### src/rtl/pc_redirect.sv
// Fetch PC register and next-PC select: decode recovery > BTB target > PCF+4.
// Optional perf counters (PredCnt/MissCnt) when PC_REDIRECT_PERF_EN is defined.
module pc_redirect #(
  parameter logic [31:0] RESET_PC = 32'h0000_0000
) (
  input  logic        clk,
  input  logic        reset,
  input  logic [3:0]  PCControls,
  input  logic [31:0] PCCache,
  input  logic [31:0] PCD,
  input  logic [31:0] PCBranchD,
  input  logic [31:0] PCJumpD,
  input  logic        StallF,
  output logic [31:0] PCF,
  output logic        FlushD,
  output logic        Pending
`ifdef PC_REDIRECT_PERF_EN
  ,
  output logic [31:0] PredCnt,
  output logic [31:0] MissCnt
`endif
);

  typedef enum logic {
    ST_RUN  = 1'b0,
    ST_HOLD = 1'b1
  } state_t;

  state_t      r_state;
  logic [31:0] r_pcf;
  logic [31:0] r_held;
  logic        r_pending;

  logic        w_rec_v;
  logic [31:0] w_rec_t;
  logic        w_hit;
  logic        w_flush;

  // Recovery decode: mispredicted-taken beats missed branch beats missed jump.
  function automatic logic [31:0] rec_target(input logic [3:0]  ctl,
                                             input logic [31:0] pcd,
                                             input logic [31:0] br_t,
                                             input logic [31:0] jp_t);
    logic [31:0] t;
    if (ctl[3]) begin
      t = pcd + 32'd4;
    end else if (ctl[2]) begin
      t = br_t;
    end else if (ctl[1]) begin
      t = jp_t;
    end else begin
      t = 32'h0000_0000;
    end
    return t;
  endfunction

  // Decode recovery request and the combinational IF/ID flush.
  always_comb begin
    w_rec_v = |PCControls[3:1];
    w_hit   = PCControls[0];
    w_rec_t = rec_target(PCControls, PCD, PCBranchD, PCJumpD);
    w_flush = 1'b0;
    if (reset || StallF) begin
      w_flush = 1'b0;
    end else begin
      case (r_state)
        ST_RUN:  w_flush = w_rec_v;
        ST_HOLD: w_flush = 1'b1;
        default: w_flush = 1'b0;
      endcase
    end
  end

  // PC register and RUN/HOLD state; a recovery seen under stall is parked until the stall drops.
  always_ff @(posedge clk) begin
    if (reset) begin
      r_state   <= ST_RUN;
      r_pcf     <= RESET_PC;
      r_held    <= 32'h0000_0000;
      r_pending <= 1'b0;
    end else begin
      case (r_state)
        ST_RUN: begin
          if (!StallF) begin
            if (w_rec_v) begin
              r_pcf <= w_rec_t;
            end else if (w_hit) begin
              r_pcf <= PCCache;
            end else begin
              r_pcf <= r_pcf + 32'd4;
            end
          end else if (w_rec_v) begin
            r_held    <= w_rec_t;
            r_pending <= 1'b1;
            r_state   <= ST_HOLD;
          end else begin
            r_pcf <= r_pcf;
          end
        end
        ST_HOLD: begin
          // Controls are ignored here: the first parked target wins.
          if (!StallF) begin
            r_pcf     <= r_held;
            r_pending <= 1'b0;
            r_state   <= ST_RUN;
          end else begin
            r_pcf <= r_pcf;
          end
        end
        default: begin
          r_state   <= ST_RUN;
          r_pending <= 1'b0;
        end
      endcase
    end
  end

`ifdef PC_REDIRECT_PERF_EN
  logic [31:0] r_pred_cnt;
  logic [31:0] r_miss_cnt;

  // Prediction-hit and applied-recovery counters, wrapping at 2^32.
  always_ff @(posedge clk) begin
    if (reset) begin
      r_pred_cnt <= 32'h0000_0000;
      r_miss_cnt <= 32'h0000_0000;
    end else begin
      if ((r_state == ST_RUN) && !StallF && w_hit) begin
        r_pred_cnt <= r_pred_cnt + 32'd1;
      end
      if (w_flush) begin
        r_miss_cnt <= r_miss_cnt + 32'd1;
      end
    end
  end

  assign PredCnt = r_pred_cnt;
  assign MissCnt = r_miss_cnt;
`endif

  assign PCF     = r_pcf;
  assign FlushD  = w_flush;
  assign Pending = r_pending;

endmodule

### config.mk
export PLATFORM = sky130hd
export DESIGN_NAME = pc_redirect
export DESIGN_NICKNAME = d
export VERILOG_FILES = /design/src/rtl/pc_redirect.sv
export SDC_FILE = /design/constraint.sdc
export NUM_CORES = 1
export LEC_CHECK = 0
export CORE_UTILIZATION = 25
export CTS_BUF_LIST = sky130_fd_sc_hd__clkbuf_4 sky130_fd_sc_hd__clkbuf_8
export DETAILED_ROUTE_END_ITERATION = 7
export GPL_TIMING_DRIVEN = 0
export HOLD_SLACK_MARGIN = 0.05
export PLACE_DENSITY = 0.58
export SETUP_SLACK_MARGIN = 0.5
export SLEW_MARGIN = 20
export SYNTH_ARGS = -nofsm -noshare
export SYNTH_HDL_FRONTEND = slang
export SYNTH_SLANG_ARGS = --single-unit
### constraint.sdc
create_clock -name clk -period 2.25 [get_ports clk]
set_clock_uncertainty 0.05 [all_clocks]
set_input_delay 0.45 -clock clk [delete_from_list [all_inputs] [get_ports clk]]
set_output_delay 0.45 -clock clk [all_outputs]
set_load 0.005 [all_outputs]
======== Word-level counts from Yosys, hierarchy flattened ========
Index checks and enable logic that the tools add are counted.
storage, ports and cells
  bits of input ports ..................... 135
  word-level logic and storage cells ...... 34
  register bits after elaboration ......... 66
  output and inout port bits .............. 34
cells by class
  reduce and logical (&&, ||, !) cells .... 5
  equality and inequality tests ........... 4
  add/sub/neg operators ................... 2
  muxes and demuxes ....................... 18
  bitwise gates (word level) .............. 1
operator list
  kind                   count
  $mux 32                7
  $add 32x3->32 const B  2
  $pmux 32 s2            1
  $ne 2x2->1 const B     4
  $mux 1                 7
  $pmux 1 s2             3
  $reduce_and 3->1       2
  $reduce_or 3->1        1
  $reduce_and 2->1       1
  $logic_or 1x1->1       1
  $not 1->1              1

======== Logic depth before layout (Yosys ltp) ========
  depth in word-level cells ............... 6
  gate-level depth with buffers ........... 9
  gate-level depth less buffers ........... 7

======== Least setup slack after synthesis ========
Ideal clock, no wire load.
  kind .................................... input -> register
  start ................................... in PCD[3]
  end ..................................... reg r_pcf[23] (netlist: PCF[23])
  buffers on the path ..................... 0
  arrival time ............................ 1.985 ns
  path slack .............................. 0.145 ns
  stages on the path ...................... 6
  cells stage by stage .................... nand4_2 > or3_4 > or4_1 > a311oi_1 > a211oi_1 > a21oi_1
on the way
  cells in the longest elaborated chain, start to end .. 5
RTL lines
  item                  RTL line  source
  start, declared       10        input logic [31:0] PCD,
  $add 32x3->32         46        t = pcd + 32'd4;
  $mux 32               45        if (ctl[3]) begin
  $mux 32               85        if (w_rec_v) begin
  $mux 32               84        if (!StallF) begin
  $pmux 32 s2           82        case (r_state)
  end signal, assigned  86        r_pcf <= w_rec_t;
  end signal, assigned  88        r_pcf <= PCCache;
  end signal, assigned  90        r_pcf <= r_pcf + 32'd4;
  end, declared         30        logic [31:0] r_pcf;
No other way between the ends. The select of a mux whose other input is x is not followed.
A chain may end at the register's enable or synchronous reset.

======== Final worst setup path ========
  start ................................... reg r_pcf[18] (netlist: PCF[18])
  end ..................................... reg r_pcf[28] (netlist: PCF[28])
on the way
  cells in the longest elaborated chain, start to end .. 5
RTL lines
  item           RTL line  source
  $add 32x3->32  90
  $mux 32        87        end else if (w_hit) begin
  $mux 32        85
  $mux 32        84
  $pmux 32 s2    82
No other way between the ends. The select of a mux whose other input is x is not followed.

==> flow_summary.ini <==
[yosys]
synth-edff-count = 0
async_flop_share_pct = 0
synth_seq_cells = 66
seq_area_frac_synth_pct = 27.9
yosysWarnings = 0
synthFlopType = dfxtp_1
avgSynthCellArea_um2 = 7.63
syn-num-nets = 757
synth_cell_types = 58
syn_area_mm2 = 0.00473
synth_cells = 620

[global_route]
grt_pass1_vias = 5715
antenna_found_initial = 0
grt_use_met2_pct = 35.9
grt_pass1_wl_um = 33400
grt_max_degree = 12
top_usage_layer = met2
grt_overflow_total = 0
grtUsageMet1_pct = 30.3
track_usage_pct = 22.6
grtUsageMet3_pct = 3.79

[timing]
grt_setup_unrepaired = true
fin_tns_setup_ns = 0
max_freq_mhz = 489
finalMaxSlewViolations = 0
layout_min_cycle_time_ns = 2.04
fin_crit_sh_pct = 90.9
setup_viol = 0
final-hold-violation-count = 0
worst_slew_pin_slew_ns = 0.705
slew_headroom_pct = 53.0

[route]
wl_um = 22800
route.detailed.drc = 0
via_per_inst = 5.45
wl_per_cell_um = 20.5
drt-pass1-iter-count = 5
drtIter0Drc = 531
ant_nets = 0
vias = 6045

[hold_path]
hp-class = reg -> reg

[worst_setup_path]
critPathMaxFanout = 5
cp-start-kind = flip-flop
critPathRequiredTime_ns = 2.48
cp-end-kind = flip-flop
critPathKind = reg -> reg
arrival_ns = 2.27

[floorplan]
coreArea_mm2 = 0.0183
io_pins = 169
fp.dieArea_mm2 = 0.0195
rows = 49
initial_core_util_pct = 25.9
die_x_um = 140
die_y_um = 140

[layout]
fin_util_pct = 48.4
fin_nets = 1012
fillers = 1704
diodes = 0
fin_cells = 1109
layout-area-overhead-vs-synth_pct = 86.8
drive_above_1_share_pct = 36.1

[clock_tree]
clock-root-buffer = clkbuf_8
h-tree-depth = 3
cts_buffers = 9
cts_tree = yes
clock_latency_ns = 0.37
ctsHoldBuffers = 0
cts.sinks = 66
clk_pin_slew_ns = 0.08
clockBufferDepth = 2

[place]
dpl.cell_count = 1015
portBuffers = 166
gp_congestion = 0.843
dp_hpwl_um = 16500

[job]
max_cap_violations = 0

[power]
vdd_drop_max_mv = 0.304
power_density_mw_per_mm2 = 420
p_leak_nw = 3.55

[status]
run_status = completed
[per-layer routing]
metal / part of all wire (%) / wire (um)
met1: 44 / 9950
met2: 47 / 10600
met3: 7.5 / 1700
met4: 2.3 / 517
met5: 0 / 0
[timing repair]
action / 4_1_cts / 5_1_grt
endpoints found under the hold margin: 0 / 0
setup buffers: 50 / 26
resized for setup: 290 / 141
pin swaps: 47 / 66
setup endpoints to repair: 96 / 73
cloned: 0 / 2
[cells in the final DEF, fill, tap and decap left out, types with 12 or more instances in the layout]
master           instances
dlygate4sd2_1           18
a221o_1                 18
o21ai_0                 30
a221oi_2                16
buf_8                   12
clkbuf_8                19
buf_4                   70
dfxtp_1                 36
nand2_1                 54
nand4_1                 20
a21oi_1                 37
clkdlybuf4s50_1        111
a221oi_1                21
nor2_1                  21
xnor2_1                 29
dfxtp_4                 26
inv_1                   19
nand3_1                 18
buf_6                   24
[power breakdown]
group          switching [mW]  internal [mW]  leakage [nW]
Clock                   0.499          0.646         0.116
Sequential             0.0806           1.26         0.562
Combinational           0.595          0.635          2.87
Total                    1.17           2.54          3.55
[worst max-delay path: stages (launching register included)]
cell and delay [ns]:
dfxtp_4 0.35, inv_2 0.04, or4_4 0.55, buf_12 0.15
buf_4 0.15, nor4_4 0.19, xnor2_1 0.18, a21oi_2 0.08
a221oi_1 0.22
[through the flow]
step / setup slack, ns / total power [mW] / cell area, um^2 / hold WS, ns
6_report: 0.205 / 3.71 / 8830 / 0.401
4_1_cts: 0.238 / 3.59 / 8110 / 0.401
3_3_place_gp: -0.955 / 2.36 / 7030 / 0.377
3_5_place_dp: -0.912 / 2.37 / 7030 / 0.384
2_1_floorplan: 0.218 / 1.81 / 5090 / 0.369
5_1_grt: 0.128 / 3.85 / 8830 / 0.422
[worst paths after layout]
kind                          start                      to  slack (ns)  depth (start not counted)
max            PCF[18]$_SDFFE_PP0P_    PCF[28]$_SDFFE_PP0P_        0.21                          8
min          r_held[6]$_SDFFE_PP0P_  r_held[6]$_SDFFE_PP0P_        0.40                          2
min reg2reg  r_held[6]$_SDFFE_PP0P_  r_held[6]$_SDFFE_PP0P_        0.40                          2
max reg2reg    PCF[18]$_SDFFE_PP0P_    PCF[28]$_SDFFE_PP0P_        0.21                          8
[cell usage after synthesis, types with 2 or more instances]
master	n	area (um^2)
a211oi_1	8	60.1
a21o_1	6	45.0
a21oi_1	48	240
a221o_1	18	180
a221oi_1	36	315
a222oi_1	3	30.0
a22o_1	7	61.3
a22oi_1	8	60.1
a311oi_1	8	70.1
a32o_1	2	20.0
and2_1	5	31.3
and3_1	7	43.8
and4_1	5	43.8
buf_1	2	7.51
buf_2	5	25.0
clkbuf_1	45	169
dfxtp_1	66	1320
ha_1	2	25.0
inv_1	21	78.8
mux2_2	2	22.5
nand2_1	62	233
nand2b_1	5	31.3
nand3_1	23	115
nand4_1	20	125
nor2_1	28	105
nor2b_1	12	75.1
nor3_1	20	100
nor4_1	10	62.6
nor4_2	3	37.5
o211ai_1	8	60.1
o21ai_0	39	195
o21ai_1	6	30.0
o31a_1	2	17.5
o31ai_1	3	22.5
o41ai_1	2	17.5
or3_1	6	37.5
or3_4	2	22.5
or4_1	2	15.0
xnor2_1	36	315
xor2_1	9	78.8
[kinds of logic (layout without fill, tap and decap cells)]
logic type               Yosys count  in the layout  synth area share (%)
AND/OR/NAND/NOR                  218            218                  24.8
AO/OA/AOI/OAI                    211            211                  31.6
buffers and inverters             75            335                  6.09
XOR/XNOR                          45             45                  8.34
flip-flops                        66             66                  27.9
adder cells (fa/ha/maj)            2              2                 0.529
multiplexers                       3              3                 0.688
[registers in the layout, summed over array words and instances, names as in the netlist]
name / count
r_state: 1
Pending: 1
PCF: 32
r_held: 32
[cell type report]
| type | count | area (um^2) | share of cell area, % |
|---|---|---|---|
| clock buffer | 10 | 138 | 1.56 |
| multi-input combinational | 479 | 3930 | 44.5 |
| buffer | 52 | 465 | 5.27 |
| timing repair buffer | 244 | 2420 | 27.4 |
| clock inverter | 6 | 80.1 | 0.906 |
| inverter | 23 | 87.6 | 0.991 |
| sequential | 66 | 1420 | 16.1 |
| tap | 229 | 287 | 3.24 |
Power figures use the tool's default switching activity.
